File: src/rtl/vec_seq_pkg.sv
// vec_seq_pkg: opcodes, FSM state type and sizing helper shared by the vec_seq_engine files.
// Rev 1.0
`default_nettype none

package vec_seq_pkg;

  localparam logic [2:0] OP_ADD  = 3'd0;
  localparam logic [2:0] OP_SUB  = 3'd1;
  localparam logic [2:0] OP_MUL  = 3'd2;
  localparam logic [2:0] OP_AND  = 3'd3;
  localparam logic [2:0] OP_OR   = 3'd4;
  localparam logic [2:0] OP_XOR  = 3'd5;
  localparam logic [2:0] OP_MAX  = 3'd6;
  localparam logic [2:0] OP_PSUM = 3'd7;

  typedef enum logic [1:0] {
    IDLE = 2'd0,
    RUN  = 2'd1,
    DONE = 2'd2
  } state_t;

  function automatic int chunk_count(input int num_elem, input int lanes);
    return num_elem / lanes;
  endfunction

endpackage

`default_nettype wire

File: src/rtl/vec_seq_lane_alu.sv
// vec_seq_lane_alu: combinational per-lane ALU; acc_in/acc_out chain lanes for the PSUM prefix.
// Saturating PSUM is selected by VEC_SEQ_SAT_EN. Rev 1.0
`default_nettype none

module vec_seq_lane_alu
  import vec_seq_pkg::*;
#(
  parameter int ELEM_W = 8,
  parameter int RES_W  = 16
) (
  input  logic [2:0]        op,
  input  logic [ELEM_W-1:0] a,
  input  logic [ELEM_W-1:0] b,
  input  logic [RES_W-1:0]  acc_in,
  output logic [RES_W-1:0]  res,
  output logic [RES_W-1:0]  acc_out,
  output logic              sat
);

  logic [RES_W-1:0] za;
  logic [RES_W-1:0] zb;
  logic [RES_W-1:0] psum_val;
  logic             psum_sat;

  assign za = RES_W'(a);
  assign zb = RES_W'(b);

`ifdef VEC_SEQ_SAT_EN
  // Wide enough for the full product plus the accumulator without loss.
  localparam int SUM_W = ((RES_W > 2 * ELEM_W) ? RES_W : 2 * ELEM_W) + 1;
  logic [SUM_W-1:0] wide_sum;

  assign wide_sum = SUM_W'(a) * SUM_W'(b) + SUM_W'(acc_in);
  assign psum_sat = |wide_sum[SUM_W-1:RES_W];
  assign psum_val = psum_sat ? {RES_W{1'b1}} : wide_sum[RES_W-1:0];
`else
  assign psum_val = acc_in + za * zb;
  assign psum_sat = 1'b0;
`endif

  always_comb begin
    res     = '0;
    acc_out = acc_in;
    sat     = 1'b0;
    case (op)
      OP_ADD:  res = za + zb;
      OP_SUB:  res = za - zb;
      OP_MUL:  res = za * zb;
      OP_AND:  res = za & zb;
      OP_OR:   res = za | zb;
      OP_XOR:  res = za ^ zb;
      OP_MAX:  res = (a > b) ? za : zb;
      OP_PSUM: begin
        res     = psum_val;
        acc_out = psum_val;
        sat     = psum_sat;
      end
      default: res = '0;
    endcase
  end

endmodule

`default_nettype wire

File: src/rtl/vec_seq_engine.sv
// vec_seq_engine: snapshots two operand vectors, streams them LANES per cycle through lane ALUs.
// Optional saturating PSUM and sticky overflow via VEC_SEQ_SAT_EN. Rev 1.0
`default_nettype none

module vec_seq_engine
  import vec_seq_pkg::*;
#(
  parameter int NUM_ELEM = 8,
  parameter int ELEM_W   = 8,
  parameter int RES_W    = 2 * ELEM_W,
  parameter int LANES    = 1
) (
  input  logic                       clk,
  input  logic                       rst,
  input  logic                       start_valid,
  output logic                       start_ready,
  input  logic [2:0]                 op,
  input  logic [NUM_ELEM*ELEM_W-1:0] vec_a,
  input  logic [NUM_ELEM*ELEM_W-1:0] vec_b,
  input  logic                       abort,
  output logic [NUM_ELEM*RES_W-1:0]  result,
  output logic                       busy,
  output logic                       done,
  output logic                       overflow
);

  localparam int CHUNKS = chunk_count(NUM_ELEM, LANES);
  localparam int IDX_W  = (CHUNKS > 1) ? $clog2(CHUNKS) : 1;

  if (NUM_ELEM % LANES != 0) begin : g_lanes_check
    $error("vec_seq_engine: NUM_ELEM must be a multiple of LANES");
  end
  if (RES_W < ELEM_W + 1) begin : g_resw_check
    $error("vec_seq_engine: RES_W must be at least ELEM_W+1");
  end

  state_t                      state;
  state_t                      state_nx;
  logic [NUM_ELEM*ELEM_W-1:0]  a_snap;
  logic [NUM_ELEM*ELEM_W-1:0]  b_snap;
  logic [2:0]                  op_snap;
  logic [IDX_W-1:0]            idx;
  logic [RES_W-1:0]            acc;
  logic                        last_chunk;
  logic                        any_sat;

  logic [ELEM_W-1:0] lane_a    [LANES];
  logic [ELEM_W-1:0] lane_b    [LANES];
  logic [RES_W-1:0]  lane_res  [LANES];
  logic [RES_W-1:0]  acc_chain [LANES+1];
  logic [LANES-1:0]  lane_sat;

  assign last_chunk  = (idx == IDX_W'(CHUNKS - 1));
  assign start_ready = (state == IDLE);
  assign busy        = (state != IDLE);
  assign any_sat     = |lane_sat;
  assign acc_chain[0] = acc;

  for (genvar j = 0; j < LANES; j++) begin : g_lane
    assign lane_a[j] = a_snap[(int'(idx) * LANES + j) * ELEM_W +: ELEM_W];
    assign lane_b[j] = b_snap[(int'(idx) * LANES + j) * ELEM_W +: ELEM_W];

    vec_seq_lane_alu #(
      .ELEM_W (ELEM_W),
      .RES_W  (RES_W)
    ) u_alu (
      .op      (op_snap),
      .a       (lane_a[j]),
      .b       (lane_b[j]),
      .acc_in  (acc_chain[j]),
      .res     (lane_res[j]),
      .acc_out (acc_chain[j+1]),
      .sat     (lane_sat[j])
    );
  end

  always_ff @(posedge clk or posedge rst) begin
    if (rst) begin
      state <= IDLE;
    end else begin
      state <= state_nx;
    end
  end

  // Abort outranks progression; in IDLE it is ignored so a start still lands.
  always_comb begin
    state_nx = state;
    case (state)
      IDLE:    if (start_valid) state_nx = RUN;
      RUN: begin
        if (abort) begin
          state_nx = IDLE;
        end else if (last_chunk) begin
          state_nx = DONE;
        end
      end
      DONE:    state_nx = IDLE;
      default: state_nx = IDLE;
    endcase
  end

  always_ff @(posedge clk or posedge rst) begin
    if (rst) begin
      a_snap   <= '0;
      b_snap   <= '0;
      op_snap  <= '0;
      idx      <= '0;
      acc      <= '0;
      result   <= '0;
      done     <= 1'b0;
      overflow <= 1'b0;
    end else begin
      done <= 1'b0;
      case (state)
        IDLE: begin
          if (start_valid) begin
            a_snap   <= vec_a;
            b_snap   <= vec_b;
            op_snap  <= op;
            idx      <= '0;
            acc      <= '0;
            overflow <= 1'b0;
          end
        end
        RUN: begin
          if (!abort) begin
            for (int j = 0; j < LANES; j++) begin
              result[(int'(idx) * LANES + j) * RES_W +: RES_W] <= lane_res[j];
            end
            acc      <= acc_chain[LANES];
            overflow <= overflow | any_sat;
            idx      <= last_chunk ? '0 : idx + 1'b1;
          end
        end
        // The completion pulse is registered out of DONE, so it appears after the DONE cycle.
        DONE:    done <= !abort;
        default: done <= 1'b0;
      endcase
    end
  end

endmodule

`default_nettype wire

File: config.mk
export PLATFORM = sky130hd
export DESIGN_NAME = vec_seq_engine
export DESIGN_NICKNAME = d
export VERILOG_FILES = /design/src/rtl/vec_seq_pkg.sv /design/src/rtl/vec_seq_lane_alu.sv /design/src/rtl/vec_seq_engine.sv
export SDC_FILE = /design/constraint.sdc
export NUM_CORES = 1
export LEC_CHECK = 0
export CORE_MARGIN = 5
export CORE_UTILIZATION = 25
export CTS_BUF_LIST = sky130_fd_sc_hd__clkbuf_16
export CTS_CLUSTER_DIAMETER = 150
export DETAILED_ROUTE_END_ITERATION = 10
export PLACE_DENSITY = 0.41
export SYNTH_ARGS = -nofsm -noshare
export SYNTH_HDL_FRONTEND = slang
export SYNTH_SLANG_ARGS = --single-unit
File: constraint.sdc
create_clock -name clk -period 16.85 [get_ports clk]
set_input_delay 3.37 -clock clk [delete_from_list [all_inputs] [get_ports clk]]
set_output_delay 3.37 -clock clk [all_outputs]
set_load 0.005 [all_outputs]
==> results by group <==
Worst hold path
  – Hold Path End: b_snap[19]$_DFFE_PP0P_
  – Worst Min Path Start: b_snap[19]$_DFFE_PP0P_
  – Hold Path Class: reg2reg
  – Hold Path Stages: 2

Placed design
  – Pre-CTS setup slack: 7550 ps
  – Post-DP HPWL: between 30 and 40 mm
  – Routability cong.: 0.856
  – Placed cell area: 19100 um2
  – Buffers on Ports: 265

Synthesis
  – Synth cell types: 77
  – Xor and xnor fraction of the mapped netlist area: around 2.2%
  – Ys Warns: 0
  – Post-synth ARST share: 100%
  – Syn Nets: 1889
  – Ys flop type: dfrtp_1
  – Post-synth EDFFs: 0
  – Synth area leaders: dfrtp_1, nand2_1, ha_1
  – Simple-gate portion of the synthesized area: 17.6%
  – Share of the synthesized area in the top cell type: about 45%
  – Main combinational cell family by area after synthesis: simple AND/OR/NAND/NOR gates
  – Post-synthesis sequential area ratio: 45.2%
  – Adder-cell area share of the yosys netlist: 11.6%
  – Post-Syn Instances: 1633
  – Cell area after synthesis: 15600 um2
  – FF+latch count, synth: roughly 280
  – Mux contribution to synthesized area: 7.26%
  – Area leader, netlist: dfrtp_1
  – Syn Area/Cell: 9.53 um2
  – Complex-gate fraction of the synthesized area: around an eighth

Worst setup path
  – Max incr delay on CP: between 700 and 800 ps
  – CP required: 17270 ps
  – CP max stage cell: mux2i_1
  – R2R Path Start: idx[0]$_DFFE_PP0P_
  – FF-to-FF path depth: 25
  – Register-to-Register Setup Slack: 7750 ps
  – CP Max Fanout: 25
  – Critical Path AT: roughly 9500 ps
  – Worst setup EP type: flop
  – Setup CP Type: reg2reg
  – Critical Path Source Type: flop
  – CP dominant cell by count: fa_1
  – FF-to-FF End: result[63]$_DFFE_PP0P_

Clocking
  – Post-CTS sizing: 0
  – Cts hold-fix bufs: 0
  – Total CTS buffers: 35
  – Clk sink count: 281
  – Worst skew pair latency: about 550 ps
  – H-tree depth: 2
  – CTS Buffer Depth: 3
  – CTS tree: built
  – Reg clk slew, reported paths: 60 ps
  – Post-CTS Setup Bufs: 0
  – Root Buffer: clkbuf_16

STA
  – Hold Fails Final Rpt: 0
  – Achievable frequency: around 110 MHz
  – Final setup TNS: 0 ps
  – Fin. max-slew vios: 0
  – Transition time of the tightest slew-check pin: 1180 ps
  – Slew headroom: 21.3%
  – Final setup vio count: 0
  – Period utilization: 54.0%
  – RSZ-0062 raised after global routing: false
  – Clock skew: 16.6 ps
  – Crit path time final: approximately 9000 ps
  – Final worst setup slack: 7750 ps

Drt
  – Routed WL per cell: 19.5 um
  – Initial DRC count: around 650
  – DR vias: 12.5k
  – ANT nets after route: 0
  – Via-to-Cell Ratio: around 4.5
  – Initial DRT Pass Iterations: 5
  – WL final: 53.5 mm
  – DRC: 0

GRT
  – Vias in the first global route: 13.2k
  – Grt total ovfl: 0
  – Antenna violations before repair: 0
  – First-pass GRT wire length: between 80 and 90 mm
  – Total track usage: around 16%
  – Largest net degree at the start of global routing: 101

Power
  – Peak supply drop: approximately 0.17 mV
  – Final Power: 4.76 mW
  – Leak pwr: 9.49 nW
  – Pwr dens: 236 nW/um2

Run
  – Max cap viols: 0

Die
  – Die ar.: 67400 um2
  – Starting density of the core: 25.2%
  – # IOs: 267
  – Die width: between 200 and 300 um
  – Die height: approximately 260 um
  – Core Rows: 91
  – Placeable Area: 61700 um2

Cells and area
  – Design area: 20200 um2
  – Share of layout cells above drive strength 1: 7.35%
  – Fill count: 6531
  – Commonest non-fill, non-tap cell in the layout: nand2_1
  – Commonest non-fill, non-tap cells in the layout: nand2_1, dfrtp_1, clkdlybuf4s50_1, inv_1, nor2_1
  – Area delta synth->final: 29.9%
  – Fin nets: 2135
  – # diodes: 0

Run status
  – Outcome: finished, final reports clean
[critical path: cells and delay by family, from the launching register on]
kind,cells,cell delay [ps]
flops,1,620
buf+inv,4,800
compound gates,8,2350
simple gates,1,210
mux,2,1310
fa+ha+maj,7,3130
xor+xnor,3,520
[final cells by class]
class | count | area, um2 | share of cell area, %
Multi-Input combinational cell | 1181 | 7860 | 38.9
Clock inverter | 27 | 233 | 1.15
Sequential cell | 281 | 7030 | 34.8
Tap cell | 837 | 1050 | 5.18
Timing Repair Buffer | 287 | 2820 | 13.9
Inverter | 93 | 357 | 1.76
Clock buffer | 35 | 876 | 4.33
[sequential cells by signal (all words and copies together) (netlist names)]
name and cells:
op_snap 3, idx 3, result 128, a_snap 64, acc 16, done 1
state 2, b_snap 64
[cells by family after synthesis]
family	count (synthesis)
other cells	1
fa+ha+maj	121
simple gates	690
buf+inv	171
compound gates	264
mux	67
xor+xnor	38
flops	281
[Yosys cell counts (all sizes together), types with 6 or more instances]
cell type  number
nand2         522
dfrtp         281
o21ai         102
inv            92
nor2           92
ha             82
clkbuf         58
fa             39
a21oi          36
a22o           34
mux4           32
xnor2          30
nand3          28
mux2i          24
buf            20
o31ai          17
mux2           11
nor3           11
a21o           10
o21bai          8
xor2            8
a32o            7
nor2b           7
o22ai           7
or2             7
a211oi          6
a221oi          6
or3             6
[worst max path at each step]
stage	end	from
4_1_cts	result[127]$_DFFE_PP0P_	idx[0]$_DFFE_PP0P_
5_1_grt	result[79]$_DFFE_PP0P_	idx[0]$_DFFE_PP0P_
3_5_place_dp	result[127]$_DFFE_PP0P_	idx[0]$_DFFE_PP0P_
6_report	result[63]$_DFFE_PP0P_	idx[0]$_DFFE_PP0P_
3_3_place_gp	result[63]$_DFFE_PP0P_	idx[0]$_DFFE_PP0P_
2_1_floorplan	a_snap[0]$_DFFE_PP0P_	rst
[layer usage]
| layer | global-route usage (%) | up-vias | wire (um) |
|---|---|---|---|
| met5 | 0 | - | 0 |
| met4 | 3.54 | 0 | 1130 |
| met3 | 3.65 | 66 | 3030 |
| met2 | 24.9 | 319 | 24200 |
| met1 | 21.7 | 6102 | 25100 |
| li1 | - | 5978 | - |
[where the power goes]
group	internal (mW)	switching, mW	leakage, nW
sequential	0.796	0.0787	3.68
clock	0.426	0.306	0.561
combinational	1.21	1.95	5.25
total	2.43	2.33	9.49
[metrics by stage]
stage          hold slack, ps  cells  util, %
3_3_place_gp              452   2679     31.0
3_5_place_dp              457   2679     31.0
2_1_floorplan             437   1633        -
6_report                  467   2741     32.8
4_1_cts                   471   2741     32.8
5_1_grt                   487   2741     32.8
No activity file was read; power rests on OpenSTA's default activity.
